### config.mk
export PLATFORM = sky130hd
export DESIGN_NAME = sym_timing_ctrl
export DESIGN_NICKNAME = d
export VERILOG_FILES = /design/src/rtl/sym_timing_pkg.sv /design/src/rtl/sym_timing_ctrl_lock_det.sv /design/src/rtl/sym_timing_ctrl.sv
export SDC_FILE = /design/constraint.sdc
export NUM_CORES = 1
export LEC_CHECK = 0
export CORE_UTILIZATION = 55
export DETAILED_ROUTE_END_ITERATION = 12
export PLACE_DENSITY = 0.84
export SLEW_MARGIN = 15
export SYNTH_ARGS = -nofsm -noshare
export SYNTH_HDL_FRONTEND = slang
export SYNTH_HIERARCHICAL = 1
export SYNTH_SLANG_ARGS = --single-unit
export TNS_END_PERCENT = 20
### constraint.sdc
create_clock -name clk -period 12.55 [get_ports clk]
set_clock_uncertainty 0.2 [all_clocks]
set_input_delay 1.255 -clock clk [delete_from_list [all_inputs] [get_ports clk]]
set_output_delay 1.255 -clock clk [all_outputs]
set_load 0.01 [all_outputs]
### src/rtl/sym_timing_pkg.sv
// Shared types and constants for the symbol-timing controller.
// The lock detector is enabled by defining SYM_TIMING_LOCK_EN.
package sym_timing_pkg;

    typedef enum logic [1:0] {
        ST_IDLE  = 2'd0,
        ST_FILL  = 2'd1,
        ST_ACQ   = 2'd2,
        ST_TRACK = 2'd3
    } state_t;

    localparam logic [1:0] ENC_IDLE  = 2'd0;
    localparam logic [1:0] ENC_FILL  = 2'd1;
    localparam logic [1:0] ENC_ACQ   = 2'd2;
    localparam logic [1:0] ENC_TRACK = 2'd3;

    // Nominal NCO increment: 2^wmu / osf, rounded to nearest.
    function automatic int unsigned nom_step(input int unsigned wmu, input int unsigned osf);
        longint unsigned full;
        longint unsigned q;
        full = 64'd1 << wmu;
        q = (full + 64'(osf / 2)) / 64'(osf);
        return 32'(q);
    endfunction

endpackage

### src/rtl/sym_timing_ctrl_lock_det.sv
// Lock detector: saturating sum of |error| over a fixed symbol window,
// compared against lock/unlock thresholds when the window completes.
module sym_lock_det
    import sym_timing_pkg::*;
#(
    parameter int unsigned WERR       = 18,
    parameter int unsigned LOCK_WIN   = 64,
    parameter int unsigned LOCK_THR   = 1 << 20,
    parameter int unsigned UNLOCK_THR = 1 << 21
) (
    input  logic                   clk,
    input  logic                   reset,
    input  logic                   clear,
    input  logic                   active,
    input  logic signed [WERR-1:0] e_in,
    input  logic                   e_valid_in,
    output logic                   win_done,
    output logic                   win_low,
    output logic                   win_high
);

    localparam int unsigned WABS = WERR - 1;
    localparam int unsigned WSUM = WERR + $clog2(LOCK_WIN);
    localparam int unsigned WCNT = $clog2(LOCK_WIN + 1);
    localparam logic [WCNT-1:0] CNT_LAST = WCNT'(LOCK_WIN - 1);
    localparam logic signed [WERR-1:0] E_MIN = {1'b1, {WABS{1'b0}}};

    logic [WSUM-1:0]        sum_q;
    logic [WCNT-1:0]        cnt_q;
    logic signed [WERR-1:0] e_neg;
    logic [WABS-1:0]        e_abs;
    logic [WSUM:0]          sum_inc;
    logic [WSUM-1:0]        sum_sat;
    logic                   take;

    always_comb begin
        e_neg = -e_in;
        // The most negative error has no positive twin; pin it to max positive.
        if (e_in == E_MIN) begin
            e_abs = '1;
        end else if (e_in[WERR-1]) begin
            e_abs = e_neg[WABS-1:0];
        end else begin
            e_abs = e_in[WABS-1:0];
        end
        sum_inc = {1'b0, sum_q} + (WSUM + 1)'(e_abs);
        sum_sat = sum_inc[WSUM] ? '1 : sum_inc[WSUM-1:0];
    end

    assign take     = active && e_valid_in;
    assign win_done = take && (cnt_q == CNT_LAST);
    assign win_low  = 64'(sum_sat) < 64'(LOCK_THR);
    assign win_high = 64'(sum_sat) > 64'(UNLOCK_THR);

    always_ff @(posedge clk) begin
        if (reset || clear) begin
            sum_q <= '0;
            cnt_q <= '0;
        end else if (take) begin
            if (cnt_q == CNT_LAST) begin
                sum_q <= '0;
                cnt_q <= '0;
            end else begin
                sum_q <= sum_sat;
                cnt_q <= cnt_q + 1'b1;
            end
        end
    end

endmodule

### src/rtl/sym_timing_ctrl.sv
// Symbol-timing controller: fill/acquire/track FSM around a mod-2^WMU NCO.
// Define SYM_TIMING_LOCK_EN to build in the lock detector and TRACK state.
module sym_timing_ctrl
    import sym_timing_pkg::*;
#(
    parameter int unsigned OSF        = 20,
    parameter int unsigned WMU        = 16,
    parameter int unsigned WERR       = 18,
    parameter int unsigned WCTL       = 12,
    parameter int unsigned CTRL_LIM   = 1024,
    parameter int unsigned LOCK_WIN   = 64,
    parameter int unsigned LOCK_THR   = 1 << 20,
    parameter int unsigned UNLOCK_THR = 1 << 21
) (
    input  logic                   clk,
    input  logic                   reset,
    input  logic                   enable_i,
    input  logic                   iq_val,
    input  logic signed [WCTL-1:0] ctrl_i,
    input  logic signed [WERR-1:0] e_in,
    input  logic                   e_valid_in,
    output logic                   sym_valid_o,
    output logic [WMU-1:0]         mu_o,
    output logic                   gain_sel_o,
    output logic                   locked_o,
    output logic [1:0]             state_o
);

    localparam int NOM_STEP = int'(nom_step(WMU, OSF));
    localparam int CLIM     = int'(CTRL_LIM);
    localparam int ACC_MOD  = 1 << WMU;
    localparam int unsigned FILL_W = $clog2(OSF + 1);
    localparam logic [FILL_W-1:0] FILL_LAST = FILL_W'(OSF);

    state_t              state_q, state_d;
    logic [WMU-1:0]      acc_q, acc_d;
    logic [FILL_W-1:0]   fill_q, fill_d;
    logic                sym_q, sym_d;
    logic [WMU-1:0]      mu_q, mu_d;
    logic                gain_q, locked_q;

    logic signed [31:0]  ctrl_sat;
    logic signed [31:0]  nco_sum;
    logic                carry;
    logic [WMU-1:0]      acc_wrap;

    logic                win_done, win_low, win_high;

    // Signed sum of accumulator and clamped step; only an upward crossing
    // of 2^WMU counts as a symbol, a negative step just wraps.
    always_comb begin
        ctrl_sat = {{(32 - WCTL){ctrl_i[WCTL-1]}}, ctrl_i};
        if (ctrl_sat > CLIM) begin
            ctrl_sat = CLIM;
        end else if (ctrl_sat < -CLIM) begin
            ctrl_sat = -CLIM;
        end
        nco_sum  = $signed({{(32 - WMU){1'b0}}, acc_q}) + ctrl_sat + NOM_STEP;
        carry    = nco_sum >= ACC_MOD;
        acc_wrap = nco_sum[WMU-1:0];
    end

`ifdef SYM_TIMING_LOCK_EN
    logic lock_active;
    logic lock_clear;

    assign lock_active = (state_q == ST_ACQ) || (state_q == ST_TRACK);
    assign lock_clear  = !enable_i;

    sym_lock_det #(
        .WERR      (WERR),
        .LOCK_WIN  (LOCK_WIN),
        .LOCK_THR  (LOCK_THR),
        .UNLOCK_THR(UNLOCK_THR)
    ) u_lock_det (
        .clk       (clk),
        .reset     (reset),
        .clear     (lock_clear),
        .active    (lock_active),
        .e_in      (e_in),
        .e_valid_in(e_valid_in),
        .win_done  (win_done),
        .win_low   (win_low),
        .win_high  (win_high)
    );
`else
    localparam int unsigned UNUSED_LOCK_CFG = LOCK_WIN ^ LOCK_THR ^ UNLOCK_THR;
    logic unused_lock;

    assign unused_lock = ^{e_in, e_valid_in};
    assign win_done    = 1'b0;
    assign win_low     = 1'b0;
    assign win_high    = 1'b0;
`endif

    always_comb begin
        state_d = state_q;
        acc_d   = acc_q;
        fill_d  = fill_q;
        sym_d   = 1'b0;
        mu_d    = mu_q;
        if (!enable_i) begin
            state_d = ST_IDLE;
            acc_d   = '0;
            fill_d  = '0;
            mu_d    = '0;
        end else begin
            unique case (state_q)
                ST_IDLE: begin
                    state_d = ST_FILL;
                    fill_d  = '0;
                end
                ST_FILL: begin
                    if (iq_val) begin
                        if (fill_q == FILL_LAST) begin
                            state_d = ST_ACQ;
                            acc_d   = '0;
                            fill_d  = '0;
                        end else begin
                            fill_d = fill_q + 1'b1;
                        end
                    end
                end
                ST_ACQ, ST_TRACK: begin
                    if (iq_val) begin
                        acc_d = acc_wrap;
                        if (carry) begin
                            sym_d = 1'b1;
                            mu_d  = acc_wrap;
                        end
                    end
                    if (win_done) begin
                        if (state_q == ST_ACQ && win_low) begin
                            state_d = ST_TRACK;
                        end else if (state_q == ST_TRACK && win_high) begin
                            state_d = ST_ACQ;
                        end
                    end
                end
                default: state_d = ST_IDLE;
            endcase
        end
    end

    always_ff @(posedge clk) begin
        if (reset) begin
            state_q  <= ST_IDLE;
            acc_q    <= '0;
            fill_q   <= '0;
            sym_q    <= 1'b0;
            mu_q     <= '0;
            gain_q   <= 1'b1;
            locked_q <= 1'b0;
        end else begin
            state_q  <= state_d;
            acc_q    <= acc_d;
            fill_q   <= fill_d;
            sym_q    <= sym_d;
            mu_q     <= mu_d;
            gain_q   <= (state_d != ST_TRACK);
            locked_q <= (state_d == ST_TRACK);
        end
    end

    assign sym_valid_o = sym_q;
    assign mu_o        = mu_q;
    assign gain_sel_o  = gain_q;
    assign locked_o    = locked_q;
    assign state_o     = state_q;

endmodule
# == Word-level counts from Yosys, hierarchy flattened ==
# Index checks and enable logic that the tools add are counted.
# totals
inputBits,35
output_inout_bits,21
wordCells,48
ff_bits,42
# classes
bitwise_logic,3
order_cmp,3
addsub,3
n_eq_ne,9
reduce_logical,9
mux,14
# op_table
cell,count
$mux 32,2
$mux 16,3
$add 17x32->32,1
$add 32x13->32 const B,1
$ge 32x18->1 const B,1
$pmux 16 s2,1
$gt 12x12->1 const B,1
$lt 12x11->1 const B,1
$mux 5,2
$pmux 5 s2,1
$ne 2x2->1 const B,4
$eq 2x2->1 const B,3
$mux 2,3
$pmux 2 s3,1
$add 5x1->5 const B,1
$eq 5x5->1 const B,1
$reduce_and 4->1,1
$reduce_bool 2->1,2
$reduce_or 2->1,2
$reduce_or 4->1,1
$not 1->1,3
$reduce_and 3->1,1
$eq 2x1->1 const B,1
$logic_not 2->1,1
2 further kinds,2

# == Logic depth before layout (Yosys ltp) ==
# logic_depth
ltp_word,7
ltp_mapped,17
ltp_nobuf,16

# == Least setup slack after synthesis ==
# OpenSTA, ideal clock, no wires.
# synth_timing
path_type,in2reg
start,in ctrl_i[0]
end,"reg mu_q[0], in the netlist mu_o[0]"
arrival_ns,4.543
setup_time_ns,0.072
path_buffers,1
required_time_ns,12.278
path_stages,17
setup_slack_ns,7.735
cell_sequence,nor4_1 a311oi_1 a21oi_1 nand2_1 ha_1 inv_1 ha_1 inv_1 fa_1 nand2b_1 a211o_1 a21oi_2 o21ai_0 a211o_1 nor3_4 buf_6 mux2i_1
# synth_via
elab_chain_cells,7
word_cells_on_any_way,8
cone_classes,add/sub (2); order compare (3); mux (2); reduce/logical (1)
# synth_lines
element,line,rtl
start: declaration,sym_timing_ctrl.sv:19,"input logic signed [WCTL-1:0] ctrl_i,"
$lt 12x11->1,sym_timing_ctrl.sv:55,end else if (ctrl_sat < -CLIM) begin
$mux 32,sym_timing_ctrl.sv:55,
$mux 32 *,sym_timing_ctrl.sv:53,if (ctrl_sat > CLIM) begin
$add 17x32->32 *,sym_timing_ctrl.sv:58,"nco_sum = $signed({{(32 - WMU){1'b0}}, acc_q}) + ctrl_sat + NOM_STEP;"
$add 32x13->32 *,sym_timing_ctrl.sv:58,
$ge 32x18->1,sym_timing_ctrl.sv:59,carry = nco_sum >= ACC_MOD;
$reduce_and 3->1 (no source line),--,
end signal: assignment,sym_timing_ctrl.sv:159,mu_q <= mu_d;
end: declaration,sym_timing_ctrl.sv:39,"logic [WMU-1:0] mu_q, mu_d;"
# Mark *: on every way between the ends. The rest lies on a longest branch, timed or not.
# A chain may end at the register's enable or synchronous reset.

# == Worst setup path after layout ==
# layout_timing
start,in ctrl_i[0]
end,"reg mu_q[1], in the netlist mu_o[1]"
# The elaborated chain is that of the path after synthesis.

==> summary.md <==
| Metric | Value |
|---|---|
| Most frequent cells in the layout | nand2_1 (42), dfxtp_1 (42), clkdlybuf4s50_1 (36) |
| Tmin final | 5.86 ns |
| Final Setup Violations | 0 |
| Post-Synthesis Cells | 375 |
| Maximum VDD drop | 0.0693 mV |
| CTS max path bufs | 2 |
| Top FF cell, synth | dfxtp_1 |
| Number of placement rows | 26 |
| Setup TNS | 0 ns |
| Max-cap violations | 0 |
| Input/output buffers | 36 |
| CP Launch Type | input port |
| CORE AREA | 0.00517 mm2 |
| Crit path max-delay family | compound AO/OA/AOI/OAI gates |
| Slew margin rel. | 0.459 |
| Final WL | 7.05 mm |
| Max Freq | 0.171 GHz |
| DR vias | 2779 |
| Drt drc | 0 |
| Slowest-stage cell, CP | nor3_4 |
| FF-to-FF setup slack | 8.80 ns |
| Vias per inst | 5.83 |
| Seq/Total Area, Yosys | 0.283 |
| Buf+Inv Stages, Crit Path | 3 |
| All-Layer GR Usage | 0.258 |
| Clk root buf | clkbuf_8 |
| Total clock sinks | 42 |
| Max FO, Critical Path | 16 |
| # IOs | 56 |
| Synth warn | 6 |
| Post-synth EDFFs | 0 |
| TritonCTS clock tree | done |
| Final non-filler cell total | 477 |
| Pwr Density | 80.8 mW/mm2 |
| #FFs+latches synth | 42 |
| Global placement routability congestion | 0.900 |
| Min setup slack post-route | 6.69 ns |
| Worst-Margin Slew | 0.809 ns |
| Pin count of the biggest net entering global routing | 31 |
| Final worst path period share | 0.467 |
| Ratio of cells with drive above 1 in the final layout | 0.0516 |
| Syn nets | 446 |
| WP data arrival | 5.88 ns |
| Synthesized area per cell | 7.93 um2 |
| Hold WC Path Type | flip-flop to flip-flop |
| CTS buffer count | 5 |
| Crit end category | flip-flop |
| Leakage Power | 1.37 nW |
| GRT Residual Overflow | 0 |
| 1st-pass router iterations | 4 |
| Final hold violation count | 0 |
| Die width | 75.5 um |
| Worst-Skew Late Latency | 0.30 ns |
| Starting Density | 0.575 |
| Detailed router's first-iteration violation count | 193 |
| Critical path, cell by cell | clkdlybuf4s50_1 > nor4_1 > a311oi_1 > a21oi_1 > nand2_1 > ha_1 > inv_1 > ha_1 > inv_1 > fa_1 > nand2b_1 > a211o_1 > a21oi_2 > o21ai_0 > a211o_1 > nor3_4 > mux2i_1 |
| DP Cell Count | 469 |
| Post-CTS Resized | 0 |
| Clock transition at the registers of the reported paths | 0.09 ns |
| Final Max Tran Viols | 0 |
| Critical path class | input port to flip-flop |
| Placement Setup Slack | 6.43 ns |
| Post-DP HPWL | 5.41 mm |
| WL/cell | 14.8 um |
| Outcome | finished clean |
| Detail Route Antenna Nets | 0 |
| Synth unique cells | 52 |
| Hold-fix buffers, CTS | 0 |
| Mapped cell area | 0.00297 mm2 |
| Setup Buffers After CTS | 0 |
| Clock H-tree levels | 2 |
| Die Ht | 75.5 um |
| Vias in the first global route | 2459 |
| CP max stage delay | 0.64 ns |
| Die footprint | 0.00571 mm2 |
| First-pass GRT wire length | 10.9 mm |
| # diodes | 0 |
| Initial antenna violation count | 0 |
| WP data required | 12.57 ns |
| Post-synth ARST share | 0 |
| Area grow syn2layout | 16.4% |
| Nets | 477 |
| RSZ-0062 raised after global routing | false |
metal layers:
layer | GRT usage | part of all wire
met5 | 0 | 0
met4 | 0.0864 | 0.019
met3 | 0.0569 | 0.042
met2 | 0.440 | 0.49
met1 | 0.323 | 0.45
area by class of cell:
type | instances | area (um2)
Timing Repair Buffer | 38 | 375
Sequential cell | 42 | 841
Multi-Input combinational cell | 287 | 1950
Fill cell | 434 | 1710
Clock buffer | 5 | 68.8
Clock inverter | 3 | 21.3
Tap cell | 70 | 87.6
Inverter | 32 | 120
kinds of logic (layout without fill, tap and decap cells):
logic type,after synthesis,in the layout,share of synthesized area
simple gates,136,136,0.222
compound gates,92,92,0.207
buf+inv,46,78,0.0623
flops,42,42,0.283
fa+ha+maj,36,36,0.154
xor+xnor,12,12,0.0353
mux,11,11,0.0370
stage by stage:
| step | total power, W | hold slack [ns] | utilization | instance area (um2) |
|---|---|---|---|---|
| 6_report | 0.000280 | 0.262 | 0.669 | 3460 |
| 3_5_place_dp | 0.000191 | 0.247 | 0.652 | 3370 |
| 4_1_cts | 0.000278 | 0.263 | 0.669 | 3460 |
| 3_3_place_gp | 0.000190 | 0.244 | 0.652 | 3370 |
| 5_1_grt | 0.000291 | 0.289 | 0.669 | 3460 |
| 2_1_floorplan | 0.000175 | 0.243 | - | 2970 |
path summary, 6_finish.rpt:
check | startpoint | to | depth (start not counted)
max | ctrl_i[0] | mu_o[1]$_SDFFE_PP0P_ | 17
min reg2reg | mu_o[15]$_SDFFE_PP0P_ | mu_o[15]$_SDFFE_PP0P_ | 2
min | mu_o[15]$_SDFFE_PP0P_ | mu_o[15]$_SDFFE_PP0P_ | 2
max reg2reg | acc_q[1]$_SDFFE_PP0P_ | mu_o[1]$_SDFFE_PP0P_ | 11
power by group:
group | switching [W] | internal [W] | total (W)
Combinational | 0.0000330 | 0.0000225 | 0.0000555
Clock | 0.0000513 | 0.0000391 | 0.0000904
Sequential | 0.000000387 | 0.000133 | 0.000134
Total | 0.0000847 | 0.000195 | 0.000280
worst register-to-register path: stages, from the launching register on:
cell	delay, ns
dfxtp_1	0.33
ha_1	0.29
ha_1	0.20
inv_1	0.07
fa_1	0.41
nand2b_1	0.21
a211o_1	0.37
a21oi_2	0.17
o21ai_0	0.14
a211o_1	0.35
nor3_4	0.64
mux2i_1	0.29
cell usage after synthesis (all sizes together), types with 7 or more instances:
| master | n | area share |
|---|---|---|
| and2 | 12 | 0.025 |
| inv | 32 | 0.040 |
| o21ai | 14 | 0.024 |
| clkbuf | 8 | 0.011 |
| nand2 | 42 | 0.053 |
| a31oi | 9 | 0.019 |
| nand3 | 15 | 0.025 |
| dfxtp | 42 | 0.28 |
| nor2 | 34 | 0.043 |
| xnor2 | 7 | 0.021 |
| mux2i | 11 | 0.037 |
| ha | 35 | 0.15 |
| a21oi | 30 | 0.052 |
registers in the layout (all words and copies together), names as in the netlist:
name,count
acc_q,16
mu_o,16
fill_q,5
state_o,2
gain_sel_o,1
locked_o,1
sym_valid_o,1
Note: power is estimated with default switching activity, not from simulation.
